File: config.mk
export PLATFORM = sky130hd
export DESIGN_NAME = poly_series_pipe_flat
export DESIGN_NICKNAME = d
export VERILOG_FILES = /design/src/rtl/poly_series_pipe_if.sv /design/src/rtl/poly_series_pipe.sv /design/src/flat_wrapper.sv
export SDC_FILE = /design/constraint.sdc
export NUM_CORES = 2
export LEC_CHECK = 0
export CORE_MARGIN = 3
export CORE_UTILIZATION = 50
export CTS_CLUSTER_DIAMETER = 80
export DETAILED_ROUTE_END_ITERATION = 7
export PLACE_DENSITY = 0.65
export SYNTH_ARGS = -nofsm -noshare
export SYNTH_HDL_FRONTEND = slang
export SYNTH_SLANG_ARGS = --single-unit
File: constraint.sdc
create_clock -name clk -period 20.2 [get_ports clk]
set_input_delay 4.04 -clock clk [delete_from_list [all_inputs] [get_ports clk]]
set_output_delay 4.04 -clock clk [all_outputs]
set_load 0.005 [all_outputs]
File: src/rtl/poly_series_pipe_if.sv
// ----------------------------------------------------------------------------
// poly_series_pipe_if
// Bundles the operand handshake, the coefficient write port and the result
// strobe of poly_series_pipe.
//   master : producer/consumer side (drives operands and coefficient writes,
//            observes in_ready and the result strobe)
//   slave  : the evaluator itself
// Signals
//   coef_we / coef_addr / coef_data : coefficient table write
//   in_valid / in_ready / in_x / in_n : operand handshake
//   out_valid / out_result / out_ovf  : one-cycle result strobe
// ----------------------------------------------------------------------------
interface poly_series_pipe_if #(
    parameter int W         = 8,
    parameter int MAX_TERMS = 8
);
    localparam int NW = $clog2(MAX_TERMS + 1);
    localparam int AW = (MAX_TERMS > 1) ? $clog2(MAX_TERMS) : 1;

    logic          coef_we;
    logic [AW-1:0] coef_addr;
    logic [W-1:0]  coef_data;

    logic          in_valid;
    logic          in_ready;
    logic [W-1:0]  in_x;
    logic [NW-1:0] in_n;

    logic          out_valid;
    logic [W-1:0]  out_result;
    logic          out_ovf;

    modport master (
        output coef_we, coef_addr, coef_data,
        output in_valid, in_x, in_n,
        input  in_ready,
        input  out_valid, out_result, out_ovf
    );

    modport slave (
        input  coef_we, coef_addr, coef_data,
        input  in_valid, in_x, in_n,
        output in_ready,
        output out_valid, out_result, out_ovf
    );
endinterface

File: src/rtl/poly_series_pipe.sv
// ----------------------------------------------------------------------------
// poly_series_pipe
// Pipelined, recirculating evaluator of y = sum_{k=1..n} c[k-1] * x^k in
// signed Q(W-FRAC).FRAC with saturating arithmetic. A ring of STAGES slots
// each computes one term per pass; operations needing more than STAGES terms
// go round the ring again, taking priority over new operands.
// Ports
//   clk     : clock
//   rst     : synchronous active-high reset (clears pipeline, flags, table)
//   flush   : synchronous pipeline clear, coefficient table kept
//   bus     : slave side of poly_series_pipe_if (operands, coefficients,
//             result strobe)
//   ov_flag : sticky OR of out_ovf, cleared by rst or flush
//   busy    : any pipeline slot valid
// ----------------------------------------------------------------------------
module poly_series_pipe #(
    parameter int W         = 8,
    parameter int FRAC      = 6,
    parameter int STAGES    = 4,
    parameter int MAX_TERMS = 8
) (
    input  logic                  clk,
    input  logic                  rst,
    input  logic                  flush,
    poly_series_pipe_if.slave     bus,
    output logic                  ov_flag,
    output logic                  busy
);
    localparam int NW = $clog2(MAX_TERMS + 1);
    localparam int AW = (MAX_TERMS > 1) ? $clog2(MAX_TERMS) : 1;
    localparam int L  = STAGES - 1;

    localparam logic [NW-1:0]          N_MAX = NW'(MAX_TERMS);
    localparam logic [AW:0]            A_LIM = (AW + 1)'(MAX_TERMS);
    localparam logic signed [W-1:0]    ONE   = W'(1 << FRAC);
    localparam logic signed [W-1:0]    S_MAX = {1'b0, {(W-1){1'b1}}};
    localparam logic signed [W-1:0]    S_MIN = {1'b1, {(W-1){1'b0}}};
    localparam logic signed [2*W-1:0]  P_MAX = {{(W+1){1'b0}}, {(W-1){1'b1}}};
    localparam logic signed [2*W-1:0]  P_MIN = {{(W+1){1'b1}}, {(W-1){1'b0}}};

    // Fixed-point multiply: full product, floor shift, clamp. MSB of the
    // return value flags saturation.
    function automatic logic [W:0] f_mul_sat(input logic signed [W-1:0] a,
                                             input logic signed [W-1:0] b);
        logic signed [2*W-1:0] p;
        logic [W:0]            r;
        p = a * b;
        p = p >>> FRAC;
        if (p > P_MAX)      r = {1'b1, S_MAX};
        else if (p < P_MIN) r = {1'b1, S_MIN};
        else                r = {1'b0, p[W-1:0]};
        return r;
    endfunction

    // Saturating add; MSB of the return value flags saturation.
    function automatic logic [W:0] f_add_sat(input logic signed [W-1:0] a,
                                             input logic signed [W-1:0] b);
        logic [W:0] s;
        logic [W:0] r;
        s = {a[W-1], a} + {b[W-1], b};
        if (s[W] != s[W-1]) r = {1'b1, (s[W] ? S_MIN : S_MAX)};
        else                r = {1'b0, s[W-1:0]};
        return r;
    endfunction

    // Slot registers: r_*[i] holds the output of stage i
    logic                 r_vld [STAGES];
    logic signed [W-1:0]  r_x   [STAGES];
    logic signed [W-1:0]  r_xp  [STAGES];
    logic signed [W-1:0]  r_acc [STAGES];
    logic [NW-1:0]        r_k   [STAGES];
    logic [NW-1:0]        r_n   [STAGES];
    logic                 r_ovf [STAGES];

    logic signed [W-1:0]  r_coef [MAX_TERMS];

    logic                 r_out_valid;
    logic [W-1:0]         r_out_result;
    logic                 r_out_ovf;
    logic                 r_ov_flag;

    // Stage inputs / outputs
    logic                 w_i_vld [STAGES];
    logic signed [W-1:0]  w_i_x   [STAGES];
    logic signed [W-1:0]  w_i_xp  [STAGES];
    logic signed [W-1:0]  w_i_acc [STAGES];
    logic [NW-1:0]        w_i_k   [STAGES];
    logic [NW-1:0]        w_i_n   [STAGES];
    logic                 w_i_ovf [STAGES];

    logic                 w_o_vld [STAGES];
    logic signed [W-1:0]  w_o_x   [STAGES];
    logic signed [W-1:0]  w_o_xp  [STAGES];
    logic signed [W-1:0]  w_o_acc [STAGES];
    logic [NW-1:0]        w_o_k   [STAGES];
    logic [NW-1:0]        w_o_n   [STAGES];
    logic                 w_o_ovf [STAGES];

    logic                 w_recirc;
    logic                 w_retire;
    logic                 w_accept;
    logic [NW-1:0]        w_n_clamped;

    // The last slot either goes round again or retires; a recirculating op
    // owns stage 0 for that cycle, which is the only reason to stall input.
    assign w_recirc    = r_vld[L] && (r_k[L] < r_n[L]);
    assign w_retire    = r_vld[L] && !(r_k[L] < r_n[L]);
    assign bus.in_ready = !w_recirc;
    assign w_accept    = bus.in_valid && !w_recirc;
    assign w_n_clamped = (bus.in_n > N_MAX) ? N_MAX : bus.in_n;

    genvar gi;
    generate
        for (gi = 0; gi < STAGES; gi++) begin : g_stage
            logic       w_act;
            logic [W:0] w_m1;
            logic [W:0] w_m2;
            logic [W:0] w_ad;

            if (gi == 0) begin : g_entry
                assign w_i_vld[gi] = w_recirc ? 1'b1     : w_accept;
                assign w_i_x[gi]   = w_recirc ? r_x[L]   : bus.in_x;
                assign w_i_xp[gi]  = w_recirc ? r_xp[L]  : ONE;
                assign w_i_acc[gi] = w_recirc ? r_acc[L] : '0;
                assign w_i_k[gi]   = w_recirc ? r_k[L]   : '0;
                assign w_i_n[gi]   = w_recirc ? r_n[L]   : w_n_clamped;
                assign w_i_ovf[gi] = w_recirc ? r_ovf[L] : 1'b0;
            end else begin : g_chain
                assign w_i_vld[gi] = r_vld[gi-1];
                assign w_i_x[gi]   = r_x[gi-1];
                assign w_i_xp[gi]  = r_xp[gi-1];
                assign w_i_acc[gi] = r_acc[gi-1];
                assign w_i_k[gi]   = r_k[gi-1];
                assign w_i_n[gi]   = r_n[gi-1];
                assign w_i_ovf[gi] = r_ovf[gi-1];
            end

            // Slots that already have all their terms pass through untouched;
            // the coefficient index is only meaningful while k < n.
            assign w_act = w_i_k[gi] < w_i_n[gi];
            assign w_m1  = f_mul_sat(w_i_xp[gi], w_i_x[gi]);
            assign w_m2  = f_mul_sat(w_m1[W-1:0], r_coef[w_i_k[gi][AW-1:0]]);
            assign w_ad  = f_add_sat(w_i_acc[gi], w_m2[W-1:0]);

            assign w_o_vld[gi] = w_i_vld[gi];
            assign w_o_x[gi]   = w_i_x[gi];
            assign w_o_n[gi]   = w_i_n[gi];
            assign w_o_xp[gi]  = w_act ? w_m1[W-1:0] : w_i_xp[gi];
            assign w_o_acc[gi] = w_act ? w_ad[W-1:0] : w_i_acc[gi];
            assign w_o_k[gi]   = w_act ? (w_i_k[gi] + NW'(1)) : w_i_k[gi];
            assign w_o_ovf[gi] = w_i_ovf[gi] | (w_act & (w_m1[W] | w_m2[W] | w_ad[W]));
        end
    endgenerate

    always_ff @(posedge clk) begin
        if (rst) begin
            for (int i = 0; i < STAGES; i++) begin
                r_vld[i] <= 1'b0;
                r_x[i]   <= '0;
                r_xp[i]  <= '0;
                r_acc[i] <= '0;
                r_k[i]   <= '0;
                r_n[i]   <= '0;
                r_ovf[i] <= 1'b0;
            end
        end else begin
            for (int i = 0; i < STAGES; i++) begin
                // flush drops everything, including an operand accepted now
                r_vld[i] <= flush ? 1'b0 : w_o_vld[i];
                r_x[i]   <= w_o_x[i];
                r_xp[i]  <= w_o_xp[i];
                r_acc[i] <= w_o_acc[i];
                r_k[i]   <= w_o_k[i];
                r_n[i]   <= w_o_n[i];
                r_ovf[i] <= w_o_ovf[i];
            end
        end
    end

    // Coefficients may only change while nothing is in flight, so every
    // operation sees one consistent table.
    always_ff @(posedge clk) begin
        if (rst) begin
            for (int i = 0; i < MAX_TERMS; i++) r_coef[i] <= '0;
        end else if (bus.coef_we && !busy && ({1'b0, bus.coef_addr} < A_LIM)) begin
            r_coef[bus.coef_addr] <= bus.coef_data;
        end
    end

    always_ff @(posedge clk) begin
        if (rst) begin
            r_out_valid  <= 1'b0;
            r_out_result <= '0;
            r_out_ovf    <= 1'b0;
            r_ov_flag    <= 1'b0;
        end else begin
            r_out_valid <= w_retire && !flush;
            if (w_retire && !flush) begin
                r_out_result <= r_acc[L];
                r_out_ovf    <= r_ovf[L];
            end
            if (flush)                     r_ov_flag <= 1'b0;
            else if (w_retire && r_ovf[L]) r_ov_flag <= 1'b1;
        end
    end

    always_comb begin
        busy = 1'b0;
        for (int i = 0; i < STAGES; i++) busy = busy | r_vld[i];
    end

    assign bus.out_valid  = r_out_valid;
    assign bus.out_result = r_out_result;
    assign bus.out_ovf    = r_out_ovf;
    assign ov_flag        = r_ov_flag;
endmodule

File: src/flat_wrapper.sv
// flat-port wrapper written by rule: the top's interface ports become plain ports
module poly_series_pipe_flat 
#(
    parameter int W         = 8,
    parameter int FRAC      = 6,
    parameter int STAGES    = 4,
    parameter int MAX_TERMS = 8
)
  (clk, rst, flush, ov_flag, busy, bus_coef_we, bus_coef_addr, bus_coef_data, bus_in_valid, bus_in_x, bus_in_n, bus_in_ready, bus_out_valid, bus_out_result, bus_out_ovf);
  poly_series_pipe_if #(.W(W), .MAX_TERMS(MAX_TERMS)) bus_i ();
  input  logic clk;
  input  logic rst;
  input  logic flush;
  output logic ov_flag;
  output logic busy;
  input wire logic [$bits(bus_i.coef_we)-1:0] bus_coef_we;
  input wire logic [$bits(bus_i.coef_addr)-1:0] bus_coef_addr;
  input wire logic [$bits(bus_i.coef_data)-1:0] bus_coef_data;
  input wire logic [$bits(bus_i.in_valid)-1:0] bus_in_valid;
  input wire logic [$bits(bus_i.in_x)-1:0] bus_in_x;
  input wire logic [$bits(bus_i.in_n)-1:0] bus_in_n;
  output wire logic [$bits(bus_i.in_ready)-1:0] bus_in_ready;
  output wire logic [$bits(bus_i.out_valid)-1:0] bus_out_valid;
  output wire logic [$bits(bus_i.out_result)-1:0] bus_out_result;
  output wire logic [$bits(bus_i.out_ovf)-1:0] bus_out_ovf;
  assign bus_i.coef_we = bus_coef_we;
  assign bus_i.coef_addr = bus_coef_addr;
  assign bus_i.coef_data = bus_coef_data;
  assign bus_i.in_valid = bus_in_valid;
  assign bus_i.in_x = bus_in_x;
  assign bus_i.in_n = bus_in_n;
  assign bus_in_ready = bus_i.in_ready;
  assign bus_out_valid = bus_i.out_valid;
  assign bus_out_result = bus_i.out_result;
  assign bus_out_ovf = bus_i.out_ovf;
  poly_series_pipe #(.W(W), .FRAC(FRAC), .STAGES(STAGES), .MAX_TERMS(MAX_TERMS)) u_core (.clk(clk), .rst(rst), .flush(flush), .bus(bus_i), .ov_flag(ov_flag), .busy(busy));
endmodule
==> flow_results.org <==
** Timing
- Derived from the worst setup path, the maximum achievable clock frequency is 60.26 MHz.
- Max Clock Skew :: 0.01526 ns
- Worst Tran Pin Value :: 1.306 ns
- The smallest clock period supported by the final layout is computed as 16.60 ns.
- Final slew viol count :: 0
- WHS :: 0.4512 ns
- After routing, the total negative slack on setup checks comes to 0 ns.
- Setup-violating endpoint count in the final report :: 0
- Final worst path period share :: 82.16%
- Headroom to the max-slew limit came out at 12.54%.
- RSZ-0062 raised after global routing :: no
- The hold violation count in the final report is 0.

** Finish
- For this run, the post-layout net count is 4020.
- Synth-to-Final Area Change :: 6.467%
- Proportion of layout cells with a drive suffix above 1 :: 5.582%
- Fill cell total of the finished layout :: 5432
- Fin util :: 54.32%
- 0 antenna diodes ended up in the layout.
- Across the whole layout, storage elements account for 0.004865 sq mm.
- Excluding fillers, the count of instances in the completed layout stands at 4087.
- The multi-input combinational cells in the finished layout cover a total of 0.02319 sq mm.

** Clocking
- TritonCTS clock tree :: yes
- Post-CTS Setup Bufs :: 0
- For the worst-skew pair, the clock arrives at the later sink with an insertion delay of 0.54 ns.
- The clock drives 211 sinks.
- In this run the number of H-tree levels came out at 1.
- Maximum number of buffers from clock root to sink :: 3
- After clock tree synthesis, the clock-pin slew on the worst setup and hold paths is 0.06 ns.
- Number of buffers added by the clock tree synthesis step :: 23
- Hold Buf Count CTS :: 0
- Clock root buffer master :: clkbuf_16
- Count of instances resized after the clock tree is built :: 0

** Global routing
- The first global-routing pass estimated 129.8 mm of wire.
- Entering global routing, the biggest net connects 84 pins.
- GR Util All Layers :: 25.65%
- Via count of the first global-routing pass :: 23.94k
- Remaining global-route overflow :: 0
- Number of antenna violations at the first check in global routing :: 0

** Setup path
- Together, buffers and inverters on the worst path number 13.
- Worst Path Required :: 20.64 ns
- The worst setup path is launched from a primary input.
- Crit path max fanout :: 18
- On the critical path, the stage with the largest delay is an instance of a221oi_1.
- Counting stages on the worst path, the most repeated cell is inv_1.
- CP top delay family :: adder cells
- STA classifies the critical path endpoint as a flop.
- Worst endpoint data arrival time :: 17.04 ns
- The critical path is of the in2reg type.
- On the worst path, the slowest cell contributes a delay of 0.82 ns.

** Floorplan
- Once the floorplan was initialized, standard cells occupied 51.02% of the core.
- For this design the top-level I/O count stands at 41.
- Measured along the y axis, the die boundary spans 252.8 um.
- In this run the core area contains 89 standard-cell rows.
- Die area :: 0.06390 sq mm
- The total area inside the core boundary comes to 0.05969 sq mm.
- From left edge to right edge, the die measures 252.8 um.

** Logic synthesis
- FF+latch count, synth :: 211
- Average cell area after synthesis :: 9.234 sq um
- After synthesis, the share of flip-flops with an asynchronous set or reset is 0%.
- The cell count after synthesis came out at 3298.
- The mapped netlist covers 0.03045 sq mm.
- The synthesized design contains 64 enable-type register cells.
- The share of the Yosys chip area taken by registers is 15.97%.
- Prevailing post-synth register cell :: dfxtp_1
- Synthesis produced a netlist with a net count of 4021.
- Yosys warns :: 0
- After synthesis, the netlist uses 91 different library cells.

** Placement
- Detailed placement ended at an HPWL of 64.90 mm.
- Routability-driven placement finished with a final weighted congestion of 0.9237.
- Placed Cells :: 4045
- In this run the tool buffered the top-level ports with 40 buffer cells.

** Detailed routing
- In the routed design, unresolved DRC markers number 0.
- The first detailed-routing pass ran for 5 iterations.
- For this block, the via count after detailed routing is 23.02k.
- Drt wl/cell :: 19.44 um
- In this run, the number of DRC markers left after iteration 0 of detailed routing was 1723.
- The detail route stage leaves a number of antenna-violating nets equal to 0.
- Post-detailed-routing wire length :: 79.47 mm
- Using the TritonRoute via totals, the vias-per-cell ratio works out to 5.633.

** Job
- Max_cap viols :: 0

** Min path
- The min-delay analysis places its worst path in the category reg2reg.

** Run status
- The run finished with clean final reports.
==> per-stage QoR <==
stage          setup slack, ns  instance area [sq um]
6_report                 3.604                  32420
5_1_grt                  2.617                  32420
4_1_cts                  3.759                  32420
3_5_place_dp             3.323                  31690
3_3_place_gp             3.592                  31690
2_1_floorplan            4.933                  30450
==> metal layers <==
| layer | vias up | share of wire, % | global-route usage [%] |
|---|---|---|---|
| met5 | - | 0 | 0 |
| met4 | 0 | 3.4 | 7.975 |
| met3 | 135 | 5.7 | 2.907 |
| met2 | 674 | 48 | 43.23 |
| met1 | 11519 | 43 | 34.89 |
| li1 | 10696 | - | - |
==> registers in the layout (all words and copies together) (netlist names) <==
name,count
u_core.r_xp,32
u_core.r_vld,4
u_core.r_acc,32
u_core.r_n,16
u_core.bus.out_ovf,1
u_core.r_ovf,4
u_core.bus.out_result,8
u_core.r_coef,64
u_core.bus.out_valid,1
u_core.ov_flag,1
u_core.r_k,16
u_core.r_x,32
==> placed cells by master, fill, tap and decap left out, types with 25 or more instances in the layout <==
| cell type | count |
|---|---|
| and2_1 | 183 |
| xor2_1 | 52 |
| a21o_1 | 60 |
| ha_1 | 267 |
| xnor2_1 | 114 |
| edfxtp_1 | 64 |
| nor2_1 | 330 |
| fa_1 | 428 |
| a211oi_1 | 45 |
| nor3_1 | 25 |
| nor2b_1 | 38 |
| o21ai_0 | 59 |
| buf_4 | 29 |
| dfxtp_1 | 147 |
| a21oi_1 | 131 |
| mux2i_1 | 49 |
| nand2_1 | 247 |
| mux4_2 | 48 |
| inv_1 | 547 |
| and3_1 | 44 |
| nand2b_1 | 54 |
| clkdlybuf4s50_1 | 39 |
==> Yosys cell counts (7+ instances only) <==
master,n,area (sq um)
a211oi_1,45,337.8
a21o_1,60,450.4
a21oi_1,135,675.7
a221oi_1,9,78.83
a22oi_1,7,52.55
a311oi_1,8,70.07
a31oi_1,14,87.58
and2_1,183,1145
and3_1,44,275.3
buf_1,8,30.03
clkbuf_1,77,289.0
dfxtp_1,147,2943
edfxtp_1,64,1922
fa_1,428,8568
ha_1,267,3341
inv_1,547,2053
mux2_2,16,180.2
mux2i_1,49,490.5
mux4_2,48,1081
nand2_1,247,927.1
nand2b_1,54,337.8
nand3_1,20,100.1
nand4_1,10,62.56
nor2_1,330,1239
nor2b_1,38,237.7
nor3_1,26,130.1
nor3b_1,8,60.06
o211ai_1,7,52.55
o21a_1,19,142.6
o21ai_0,59,295.3
o21bai_1,9,67.56
or2_2,22,137.6
xnor2_1,114,998.5
xor2_1,52,455.4
==> worst reg2reg max path, delay by kind of cell (launching register included) <==
family / cells / cell delay, ns
AO/OA/AOI/OAI: 19 / 5.26
XOR/XNOR: 1 / 0.15
adder cells (fa/ha/maj): 13 / 5.58
buffers and inverters: 14 / 1.85
flip-flops: 1 / 0.82
multiplexers: 1 / 0.24
AND/OR/NAND/NOR: 6 / 1.31
==> area by class of cell <==
cell class	count	share of cell area [%]
Inverter	548	6.344
Sequential cell	211	15.00
Multi-Input combinational cell	2445	71.52
Clock buffer	33	1.968
Timing Repair Buffer	68	1.876
Tap cell	773	2.983
Clock inverter	9	0.3010
==> worst paths after layout <==
path              depth (start not counted)  slack, ns             start                 end
setup / recovery                         50       3.60       bus_in_x[7]  u_core.r_acc[0][4]
hold / removal                            1       0.45   u_core.r_vld[2]     u_core.r_vld[3]
setup reg to reg                         54       4.86  u_core.r_k[3][2]  u_core.r_acc[0][4]
hold reg to reg                           1       0.45   u_core.r_vld[2]     u_core.r_vld[3]
==> cells by family after synthesis <==
group / after synthesis / synth area share [%]
mux: 113 / 5.752
flops: 211 / 15.97
compound gates: 448 / 10.08
buf+inv: 642 / 7.967
simple gates: 1018 / 16.18
xor+xnor: 166 / 4.774
fa+ha+maj: 700 / 39.27
Power is not shown: default switching activity piles up to over one toggle a cycle in this logic, so the estimate is an artifact.
